$ cat config.mk
export PLATFORM = sky130hd
export DESIGN_NAME = prefetch_queue
export DESIGN_NICKNAME = d
export VERILOG_FILES = /design/src/rtl/prefetch_queue.sv
export SDC_FILE = /design/constraint.sdc
export NUM_CORES = 1
export LEC_CHECK = 0
export CAP_MARGIN = 10
export CORE_MARGIN = 4
export CORE_UTILIZATION = 50
export DETAILED_ROUTE_END_ITERATION = 16
export HOLD_SLACK_MARGIN = 0.15
export PLACE_DENSITY = 0.74
export SETUP_SLACK_MARGIN = 0.2
export SYNTH_ARGS = -nofsm -noshare
export SYNTH_HDL_FRONTEND = slang
export SYNTH_SLANG_ARGS = --single-unit
export TNS_END_PERCENT = 100
$ cat constraint.sdc
create_clock -name clk -period 6 [get_ports clk]
set_input_delay 1.2 -clock clk [delete_from_list [all_inputs] [get_ports clk]]
set_output_delay 1.2 -clock clk [all_outputs]
set_load 0.005 [all_outputs]
$ cat src/rtl/prefetch_queue.sv
// Instruction prefetch unit: fetches 16-bit words from CS:IP
// and hands them to decode as a byte stream with 2-byte lookahead.
module prefetch_queue #(
  parameter int          DEPTH    = 6,
  parameter logic [15:0] RESET_CS = 16'hFFFF,
  parameter logic [15:0] RESET_IP = 16'h0000
) (
  input  logic                       clk,
  input  logic                       reset,
  input  logic [15:0]                new_cs,
  input  logic [15:0]                new_ip,
  input  logic                       load_new_ip,
  output logic                       mem_access,
  input  logic                       mem_ack,
  output logic [19:1]                mem_address,
  input  logic [15:0]                mem_data,
  input  logic                       rd_en,
  output logic [7:0]                 rd_data,
  output logic [7:0]                 rd_data_next,
  output logic                       empty,
  output logic [$clog2(DEPTH+1)-1:0] level
);

  localparam int LW = $clog2(DEPTH + 1);
  localparam int PW = $clog2(DEPTH);

  typedef enum logic [1:0] {
    S_IDLE,
    S_FETCH,
    S_DISCARD
  } state_t;

  state_t        r_state;
  logic [7:0]    r_q [DEPTH];
  logic [PW-1:0] r_rd_ptr;
  logic [PW-1:0] r_wr_ptr;
  logic [LW-1:0] r_level;
  logic          r_empty;
  logic [15:0]   r_cs;
  logic [15:0]   r_ip;
  logic [19:1]   r_addr;
  logic          r_access;

  logic          w_pop;
  logic          w_ack_wr;
  logic [1:0]    w_wr_cnt;
  logic [LW-1:0] w_wr_n;
  logic [LW-1:0] w_level_pop;
  logic [LW-1:0] w_level_nxt;
  logic          w_start;
  logic [19:1]   w_word;
  logic [PW-1:0] w_rd_ptr1;
  logic [PW-1:0] w_wr_ptr1;

  function automatic logic [PW-1:0] ptr_add(
    input logic [PW-1:0] p,
    input logic [1:0]    n
  );
    logic [PW:0] s;
    s = {1'b0, p} + (PW+1)'(n);
    if (s >= (PW+1)'(DEPTH))
      s = s - (PW+1)'(DEPTH);
    return s[PW-1:0];
  endfunction

  // cs*16 has a zero low nibble, so the word
  // address needs no carry from IP bit 0
  assign w_word = {r_cs, 3'b000}
                + {4'b0000, r_ip[15:1]};

  assign w_pop    = rd_en & ~r_empty;
  assign w_ack_wr = (r_state == S_FETCH) & mem_ack
                  & ~load_new_ip & ~reset;
  assign w_wr_cnt = r_ip[0] ? 2'd1 : 2'd2;
  assign w_wr_n   = w_ack_wr ? LW'(w_wr_cnt) : '0;

  assign w_level_pop = r_level - LW'(w_pop);
  assign w_level_nxt = w_level_pop + w_wr_n;
  assign w_start     = (w_level_pop <= LW'(DEPTH - 2));

  assign w_rd_ptr1 = ptr_add(r_rd_ptr, 2'd1);
  assign w_wr_ptr1 = ptr_add(r_wr_ptr, 2'd1);

  always_ff @(posedge clk) begin
    if (w_ack_wr) begin
      if (r_ip[0]) begin
        r_q[r_wr_ptr]  <= mem_data[15:8];
      end else begin
        r_q[r_wr_ptr]  <= mem_data[7:0];
        r_q[w_wr_ptr1] <= mem_data[15:8];
      end
    end
  end

  always_ff @(posedge clk) begin
    if (reset) begin
      r_rd_ptr <= '0;
      r_wr_ptr <= '0;
      r_level  <= '0;
      r_empty  <= 1'b1;
      r_cs     <= RESET_CS;
      r_ip     <= RESET_IP;
    end else if (load_new_ip) begin
      r_rd_ptr <= '0;
      r_wr_ptr <= '0;
      r_level  <= '0;
      r_empty  <= 1'b1;
      r_cs     <= new_cs;
      r_ip     <= new_ip;
    end else begin
      if (w_pop)
        r_rd_ptr <= w_rd_ptr1;
      if (w_ack_wr) begin
        r_wr_ptr <= ptr_add(r_wr_ptr, w_wr_cnt);
        r_ip     <= r_ip + 16'(w_wr_cnt);
      end
      r_level <= w_level_nxt;
      r_empty <= (w_level_nxt == '0);
    end
  end

  // Address is latched on entry to FETCH so it
  // stays put while a flush retargets CS:IP
  always_ff @(posedge clk) begin
    if (reset) begin
      r_state  <= S_IDLE;
      r_access <= 1'b0;
      r_addr   <= '0;
    end else begin
      unique case (r_state)
        S_IDLE: begin
          if (!load_new_ip && w_start) begin
            r_state  <= S_FETCH;
            r_access <= 1'b1;
            r_addr   <= w_word;
          end
        end
        S_FETCH: begin
          if (mem_ack) begin
            r_state  <= S_IDLE;
            r_access <= 1'b0;
          end else if (load_new_ip) begin
            r_state  <= S_DISCARD;
          end
        end
        S_DISCARD: begin
          if (mem_ack) begin
            r_state  <= S_IDLE;
            r_access <= 1'b0;
          end
        end
        default: begin
          r_state  <= S_IDLE;
          r_access <= 1'b0;
        end
      endcase
    end
  end

  assign mem_access   = r_access;
  assign mem_address  = r_addr;
  assign empty        = r_empty;
  assign level        = r_level;
  assign rd_data      = r_empty ? 8'h00 : r_q[r_rd_ptr];
  assign rd_data_next = (r_level >= LW'(2))
                      ? r_q[w_rd_ptr1] : 8'h00;

endmodule

==> results of run 1 <==
metal layers:
layer	share of wire	vias to the layer above	track usage
met3	0.063	30	0.06085
li1	-	2634	-
met1	0.41	2669	0.3006
met4	0.021	0	0.08693
met2	0.50	171	0.4062
met5	0	-	0
state kept, by name, summed over array words and instances, names as in the netlist, named ones only:
register     cells
r_q             48
r_cs            16
mem_address     19
empty            1
mem_access       1
level            3
r_state          2
r_wr_ptr         3
r_ip            16
r_rd_ptr         3
cells in the final DEF (no fill, tap or decap), types with 3 or more instances in the layout:
cell             count
nand2_1             74
or3_1                7
mux4_2              11
clkinvlp_4           4
a211oi_1            32
a21oi_1             43
nor3b_1              8
nor3_1               8
xnor2_1             13
a311oi_1             3
mux2_2              49
nor2_1              67
a211o_1             17
bufinv_16            5
fa_1                 3
clkinv_1             4
nor2b_1             22
clkdlybuf4s50_1     90
buf_4                4
o211ai_1             3
edfxtp_1            48
nand2b_1             3
nand3_1             11
ha_1                26
nand4_1              6
o21ai_0             11
nand3b_1             5
a21o_1               4
clkbuf_16           17
xor2_1               9
and3_1               3
mux2i_1             19
mux4_1               5
dfxtp_1             67
inv_1               16
power groups by stage:
stage	sequential [uW]	combinational [uW]	clock, uW
floorplan	887	179	0
global placement	894	286	0
detailed placement	894	294	0
CTS	879	298	1100
global route	884	331	1150
finish	880	299	1090
cell families after synthesis:
logic type | Yosys count
mux | 84
xor+xnor | 22
simple gates | 230
flops | 115
buf+inv | 53
fa+ha+maj | 29
compound gates | 134
tightest hold or removal path, stage by stage (launching register included):
cell	delay (ns)
dfxtp_1	0.31
nand2_1	0.05
a21oi_1	0.05
how the worst max path moves through the flow:
stage	endpoint	from	slack, ns	cells past startpoint
final	rd_data_next[6]	r_rd_ptr[0]	1.23	9
after global routing	rd_data_next[6]	r_rd_ptr[0]	1.04	9
after CTS	rd_data_next[6]	r_rd_ptr[0]	1.16	9
after detailed placement	r_q[3][7]	mem_ack	1.41	6
after global placement	r_q[3][1]	mem_ack	1.65	6
after floorplan	rd_data_next[5]	r_rd_ptr[1]	2.74	8
stage by stage:
step | std cells | hold slack, ns
3_3_place_gp | 903 | 0.4435
2_1_floorplan | 667 | 0.4482
6_report | 936 | 0.4555
3_5_place_dp | 903 | 0.4524
5_1_grt | 936 | 0.4743
4_1_cts | 935 | 0.4596
layout make-up:
cell class | count | area (um2) | area share
clock buffer | 17 | 425.4 | 0.05067
clock inverter | 15 | 214.0 | 0.02548
inverter | 17 | 63.81 | 0.007601
multi-input combinational | 499 | 3737 | 0.4452
sequential | 115 | 2783 | 0.3314
tap | 176 | 220.2 | 0.02623
timing repair buffer | 97 | 952.2 | 0.1134
==> qor.yml, run 1 <==
clocking:
  hold_buffers: 0
  post_cts_buffers: 0
  cts_root_buf: "clkbuf_16"
  postCtsResizedCells: 0
  cts.sinks: 115
  ctsLongestPathBuffers: 2
  insertion_delay_ns: 0.42
  clkSlewWorstSetupHoldPaths_ns: 0.05
  tritoncts: "yes"
  cts_inserted_buffers: 17
  h-tree-depth: 4
timing:
  max_freq_mhz: 209.8
  worst_slew_pin_slew_ns: 1.124
  setup_slack_ns: 1.233
  setup_viol: 0
  min_period_ns: 4.767
  relSlewSlack: 0.2425
  finalMaxSlewViolations: 0
  hold_viol_final: 0
  fin_crit_sh: 0.7945
  tns_ns: 0
  rsz0062_at_grt: "false"
  finClkSkew_ns: 0.009032
setup_path:
  crit_family: "compound AO/OA/AOI/OAI gates"
  crit_buf_inv: 2
  r2r-start: "r_state[1]"
  endpoint_kind: "primary output"
  slowest_delay_ns: 0.74
  crit_path_start_kind: "register"
  r2r_cells: 7
  rrSetupSlack_ns: 2.54
  worstReg2RegEnd: "r_q[3][7]"
  cp.arrival_ns: 3.57
  cp_slowest_cell: "a211oi_2"
  critical_path_class: "register to primary output"
  path_cells: "buf_4, ha_1, and2b_1, o2bb2ai_1, a211oi_2, mux4_2, nor2_1, a211oi_1, clkdlybuf4s50_1"
  worstPathMaxFanout: 20
  crit_required_ns: 4.80
yosys:
  synth-simple-area-share: 0.1650
  ys.warnings.count: 0
  syn_area_um2: 6728
  synth-seq-cells: 115
  syn_nets: 749
  synthXorXnorAreaFrac: 0.02864
  ys.flop_type: "dfxtp_1"
  yosysTopAreaCell: "edfxtp_1"
  synth_compound_area_frac: 0.1373
  synth_area_leaders: "edfxtp_1 (21%), dfxtp_1 (20%), mux2_2 (8.2%)"
  synth_area_per_cell_um2: 10.09
  synthTopCellsByCount: "nand2_1 (74), dfxtp_1 (67), nor2_1 (67)"
  synth_top_family_by_area: "multiplexers"
  yosysMostFrequentCell: "nand2_1"
  synth_top_area_frac: 0.2142
  synthMuxAreaShare: 0.1666
  syn_inst: 667
  synth-edff-count: 48
  async_flop_share: 0
  synthAdderAreaFrac: 0.05728
  ys_seq_area_frac: 0.4136
  synth_cell_type_count: 62
worst_hold_path:
  min_path_cells: 2
  hp-start: "mem_address[7]"
  hp-class: "register to register"
  holdPathEnd: "mem_address[7]"
power_and_ir_drop:
  power_switching_uw: 537.9
  power.total_uw: 2270
  irDropWorstVdd_uv: 214.8
  p_clk_frac: 0.481
  p_leak_uw: 0.002998
  p_seq_frac: 0.387
  p_comb_frac: 0.132
  netSwitchingFraction: 0.2370
  powerDensity_nw_per_um2: 270.4
  intPower_uw: 1732
floorplan:
  initial_utilization: 0.5101
  rows: 42
  io_pins: 93
  die_h_um: 124.0
  core-area_um2: 13190
  die_area_um2: 15370
  die_w_um: 124.0
place:
  portBuffers: 92
  globalplace.congestion: 0.8719
  dp_slack_ns: 1.406
  post_dp_cell_area_um2: 7745
  dp_hpwl_um: 12390
layout:
  final_cell_area_um2: 8396
  fillers: 1089
  fin_nets: 829
  diodes: 0
  drive_above_1_share: 0.1395
  syn_to_final_growth_pct: 24.79
  fin_util: 0.6365
detailed_routing:
  vias: 5504
  vias_per_cell: 5.880
  drcViolationCount: 0
  wire_per_inst_um: 18.71
  antenna_left: 0
  drt_pre_antenna_iters: 4
  drt_wl_total_um: 17520
  drt_iter0_drc: 254
global_routing:
  grt_util_all_layers: 0.2412
  antenna_found_initial: 0
  overflow: 0
  grt_pass1_vias: 5542
  grt_max_degree: 65
  grt_pass1_wl_um: 28520
status:
  outcome: "finished, final reports clean"
job:
  max_cap_violations: 0
Note: power is estimated with default switching activity, not from simulation.
==> run 2: changes to the inputs <==
--- a/config.mk
+++ b/config.mk
@@ -10,7 +10,7 @@
 export CORE_UTILIZATION = 50
 export DETAILED_ROUTE_END_ITERATION = 16
 export HOLD_SLACK_MARGIN = 0.15
-export PLACE_DENSITY = 0.74
+export PLACE_DENSITY = 0.77
 export SETUP_SLACK_MARGIN = 0.2
 export SYNTH_ARGS = -nofsm -noshare
 export SYNTH_HDL_FRONTEND = slang
==> constraint.sdc (replaced) <==
create_clock -name clk -period 4.3 [get_ports clk]
set_input_delay 0.86 -clock clk [delete_from_list [all_inputs] [get_ports clk]]
set_output_delay 0.86 -clock clk [all_outputs]
set_load 0.005 [all_outputs]
==> run 2 against run 1 <==
Effect of this change: final cell count up 1.6%; highest routed layer unchanged; first-iteration DRC count up 28%; critical path depth down 1; final area up 0.55%; global-route usage down 1.5 points; sequential share of layout area down 0.18 points; combinational power up 40%; sequential cell count unchanged; count of clock-buffer cells in the layout up 10; sequential power up 40%.
==> qor.yml, run 2 (same netlist as run 1, synthesis figures left out) <==
status:
  outcome: "finished, final reports clean"
place:
  portBuffers: 92
  globalplace.congestion: 0.8871
  dp_slack_ns: 0.5030
  dp_hpwl_um: 12290
  dp_cells: 917
setup_path:
  r2r-start: "empty"
  worstReg2RegEnd: "mem_address[14]"
  rrSetupSlack_ns: 1.29
  endpoint_kind: "primary output"
  r2r_cells: 10
  worstPathMaxFanout: 19
  critical_path_class: "register to primary output"
  crit_required_ns: 3.44
  cp.arrival_ns: 3.12
  crit_path_start_kind: "register"
clocking:
  clkSlewWorstSetupHoldPaths_ns: 0.05
  ctsLongestPathBuffers: 2
  tritoncts: "yes"
  cts_root_buf: "clkbuf_16"
  insertion_delay_ns: 0.41
  cts.sinks: 115
  cts_inserted_buffers: 17
  h-tree-depth: 4
floorplan:
  die_h_um: 124.0
  die_w_um: 124.0
  core-area_um2: 13190
  rows: 42
  initial_utilization: 0.5101
  die_area_um2: 15370
  io_pins: 93
power_and_ir_drop:
  irDropWorstVdd_uv: 289.8
  powerDensity_nw_per_um2: 352.9
  p_leak_uw: 0.003094
  power.total_uw: 2979
timing:
  finClkSkew_ns: 0.009994
  setup_viol: 0
  hold_viol_final: 0
  rsz0062_at_grt: "false"
  fin_crit_sh: 0.9266
  max_freq_mhz: 251.0
  min_period_ns: 3.984
  finalMaxSlewViolations: 0
  relSlewSlack: 0.4229
  tns_ns: 0
  worst_slew_pin_slew_ns: 0.8657
  setup_slack_ns: 0.3156
layout:
  fillers: 1042
  regArea_um2: 2783
  largest_reg_flops: 48
  layout_commonest_cell: "clkdlybuf4s50_1"
  final_cells: 951
  layout_common_cells: "clkdlybuf4s50_1 (88), nand2_1 (74), nor2_1 (67), dfxtp_1 (67), mux2_2 (49)"
  top_register: "r_q"
  multi_input_area_um2: 3745
  drive_above_1_share: 0.1535
  diodes: 0
  fin_nets: 844
  syn_to_final_growth_pct: 25.48
worst_hold_path:
  holdPathEnd: "mem_address[7]"
  hp-start: "mem_address[7]"
  hp-class: "register to register"
  min_path_cells: 2
job:
  max_cap_violations: 0
detailed_routing:
  vias_per_cell: 5.887
  antenna_left: 0
  drt_iter0_drc: 325
  drcViolationCount: 0
  drt_pre_antenna_iters: 5
  wire_per_inst_um: 18.23
  vias: 5599
  drt_wl_total_um: 17340
global_routing:
  overflow: 0
  grt_pass1_wl_um: 26860
  grt_pass1_vias: 5445
  grt_util_all_layers: 0.2262
  antenna_found_initial: 0
  grt_max_degree: 65
-- run 2: cell count changes in the layout (fill, tap and decap cells not counted), sizes merged --
cell and change:
bufinv -4, dlymetal6s2s +2, clkdlybuf4s50 -2, clkinv -3
buf +15, clkinvlp -4, clkbuf +10, inv +1
-- run 2: worst max-delay path by stage --
stage / start / to / slack (ns) / depth (start not counted)
6_report: r_rd_ptr[0] / rd_data_next[4] / 0.32 / 8
3_3_place_gp: r_rd_ptr[1] / rd_data_next[4] / 0.66 / 9
3_5_place_dp: r_rd_ptr[1] / rd_data_next[4] / 0.50 / 9
5_1_grt: r_rd_ptr[1] / rd_data_next[4] / 0.20 / 9
4_1_cts: r_rd_ptr[1] / rd_data_next[4] / 0.21 / 9
2_1_floorplan: r_rd_ptr[1] / rd_data_next[5] / 1.38 / 8
-- run 2: worst max-delay path: stages (launching register included) --
cell,delay [ns]
dfxtp_1,0.33
buf_4,0.33
ha_1,0.33
a211oi_1,0.12
a211oi_4,0.48
mux4_2,0.34
nor2_1,0.06
a211oi_2,0.20
clkdlybuf4s50_1,0.53
-- run 2: routing by layer --
metal	wire length, um	share of wire	GRT usage
met5	0	0	0
met2	8590	0.50	0.3853
met1	7141	0.41	0.2787
met4	384	0.022	0.08761
met3	1220	0.070	0.05223
-- run 2: stage by stage --
step | hold WS, ns | utilization | instance area, um2
after floorplan | 0.4482 | - | 6728
after global placement | 0.4432 | 0.5948 | 7845
after detailed placement | 0.4484 | 0.5948 | 7845
after CTS | 0.4560 | 0.6381 | 8417
after global routing | 0.4720 | 0.6400 | 8442
final | 0.4543 | 0.6400 | 8442
-- run 2: power breakdown --
| group | switching (uW) | leakage, uW | internal, uW |
|---|---|---|---|
| Sequential | 42.6 | 0.000984 | 1190 |
| Clock | 463 | 0.000282 | 868 |
| Combinational | 205 | 0.00183 | 214 |
-- run 2: layout make-up --
type                            count  share of cell area
Clock inverter                      5            0.006077
Timing Repair Buffer              112              0.1263
Multi-Input combinational cell    499              0.4436
Tap cell                          176             0.02609
Inverter                           17            0.007559
Clock buffer                       27             0.06077
Sequential cell                   115              0.3296
-- run 2: what timing repair did --
item / in CTS / in global routing
setup endpoints to repair: 8 / 7
cloned: 0 / 0
hold buffers: 0 / 0
setup buffers: 0 / 2
pin swaps: 0 / 1
resized for setup: 1 / 3
==> run 3: changes to the inputs <==
--- a/config.mk
+++ b/config.mk
@@ -6,8 +6,10 @@
 export NUM_CORES = 1
 export LEC_CHECK = 0
 export CAP_MARGIN = 10
+export CORE_ASPECT_RATIO = 2
 export CORE_MARGIN = 4
 export CORE_UTILIZATION = 50
+export CTS_CLUSTER_SIZE = 25
 export DETAILED_ROUTE_END_ITERATION = 16
 export HOLD_SLACK_MARGIN = 0.15
 export PLACE_DENSITY = 0.77
==> run 3 against run 2 <==
Effect of this change: critical path depth rose by 2; clock power barely moved; first-iteration DRC count fell by 42%; register-to-register slack improved by 0.16 ns; clock skew fell by 0.00095 ns; final area fell by 1.1%; largest cell class unchanged; count of clock-buffer cells in the layout fell by 7; highest routed layer unchanged.
==> qor.yml, run 3 (same netlist as run 1, synthesis figures left out) <==
status:
  outcome: "finished, final reports clean"
timing:
  setup_slack_ns: 0.4321
  finalMaxSlewViolations: 0
  tns_ns: 0
  finClkSkew_ns: 0.009047
  worst_slew_pin_slew_ns: 0.9370
  max_freq_mhz: 258.5
  hold_viol_final: 0
  fin_hold_ws_ns: 0.4567
  setup_viol: 0
  relSlewSlack: 0.3745
  rsz0062_at_grt: "false"
  fin_crit_sh: 0.8995
  min_period_ns: 3.868
floorplan:
  core-area_um2: 13140
  die_h_um: 172.0
  io_pins: 93
  rows: 59
  die_w_um: 90.02
  die_area_um2: 15490
  initial_utilization: 0.5120
layout:
  layout_common_cells: "clkdlybuf4s50_1 (90), nand2_1 (74), nor2_1 (67), dfxtp_1 (67), mux2_2 (49)"
  largest_reg_flops: 48
  layout_commonest_cell: "clkdlybuf4s50_1"
  drive_above_1_share: 0.1494
  final_cells: 922
  syn_to_final_growth_pct: 24.05
  top_register: "r_q"
  diodes: 0
  fin_nets: 839
  fin_util: 0.6351
global_routing:
  overflow: 0
  grt_util_all_layers: 0.2321
  antenna_found_initial: 0
  grt_pass1_vias: 5868
  grt_max_degree: 65
  grt_pass1_wl_um: 28340
worst_hold_path:
  hp-class: "register to register"
  hp-start: "mem_address[2]"
setup_path:
  r2r-start: "empty"
  critical_path_class: "register to primary output"
  crit_path_start_kind: "register"
  worstPathMaxFanout: 9
  crit_required_ns: 3.44
  cp.arrival_ns: 3.01
  setup.worst_path.start: "r_rd_ptr[1]"
  endpoint_kind: "primary output"
power_and_ir_drop:
  irDropWorstVdd_uv: 289.2
  p_comb_frac: 0.142
  intPower_uw: 2243
  p_seq_frac: 0.414
  power_switching_uw: 724.8
  p_clk_frac: 0.444
  netSwitchingFraction: 0.2442
  p_leak_uw: 0.003021
  powerDensity_nw_per_um2: 355.6
clocking:
  cts_root_buf: "clkbuf_16"
  h-tree-depth: 4
  cts.sinks: 115
  tritoncts: "yes"
  post_cts_buffers: 0
  cts_inserted_buffers: 17
  clkSlewWorstSetupHoldPaths_ns: 0.05
  ctsLongestPathBuffers: 2
  postCtsResizedCells: 0
  hold_buffers: 0
  insertion_delay_ns: 0.41
place:
  portBuffers: 92
  globalplace.congestion: 0.8711
  dp_slack_ns: 0.7542
  dp_hpwl_um: 13060
  dp_cells: 890
detailed_routing:
  drcViolationCount: 0
  antenna_left: 0
  vias: 5551
  drt_wl_total_um: 17660
  drt_iter0_drc: 189
  vias_per_cell: 6.021
  wire_per_inst_um: 19.16
  drt_pre_antenna_iters: 5
job:
  max_cap_violations: 0
[run 3: cell count changes in the layout (fill, tap and decap cells not counted), moves of 2 or more]
cell	before	now
buf_4	20	15
clkbuf_1	5	3
clkbuf_8	5	0
clkdlybuf4s50_1	88	90
clkinv_2	3	7
clkinvlp_4	0	2
dlymetal6s2s_1	2	0
[run 3: worst paths after layout]
path	endpoint	slack, ns	depth (start not counted)
max	rd_data_next[3]	0.43	10
min	mem_address[2]	0.46	2
max reg2reg	mem_address[14]	1.45	10
min reg2reg	mem_address[2]	0.46	2
[run 3: power groups by stage]
stage | clock [uW] | sequential [uW] | combinational (uW)
4_1_cts | 1340 | 1230 | 421
2_1_floorplan | 0 | 1240 | 249
5_1_grt | 1390 | 1230 | 461
3_5_place_dp | 0 | 1250 | 417
6_report | 1320 | 1230 | 422
3_3_place_gp | 0 | 1250 | 399
[run 3: through the flow]
| step | total power [uW] | cell area, um2 |
|---|---|---|
| 2_1_floorplan | 1487 | 6728 |
| 3_5_place_dp | 1664 | 7792 |
| 3_3_place_gp | 1645 | 7792 |
| 6_report | 2968 | 8346 |
| 5_1_grt | 3082 | 8346 |
| 4_1_cts | 2990 | 8346 |
[run 3: cell type report]
| class | count | area, um2 |
|---|---|---|
| Multi-Input combinational cell | 499 | 3732 |
| Clock inverter | 12 | 116.4 |
| Tap cell | 152 | 190.2 |
| Inverter | 17 | 63.81 |
| Timing Repair Buffer | 107 | 1023 |
| Clock buffer | 20 | 436.7 |
| Fill cell | 1048 | 4795 |
| Sequential cell | 115 | 2783 |
[run 3: metal layers]
metal  routed length [um]  GRT usage  vias to the layer above
li1                     -          -                     2642
met1                 6103     0.2139                     2659
met2                 9999     0.4616                      197
met3                  791    0.04441                       53
met4                  768     0.1408                        0
met5                    0          0                        -
[run 3: worst max-delay path, cell delays in order (launching register included)]
cell	delay [ns]
dfxtp_1	0.37
inv_1	0.06
ha_1	0.34
and2b_1	0.21
o2bb2ai_1	0.14
a211oi_2	0.23
buf_4	0.22
mux4_1	0.17
nor2_1	0.04
a211oi_1	0.26
clkdlybuf4s50_1	0.55
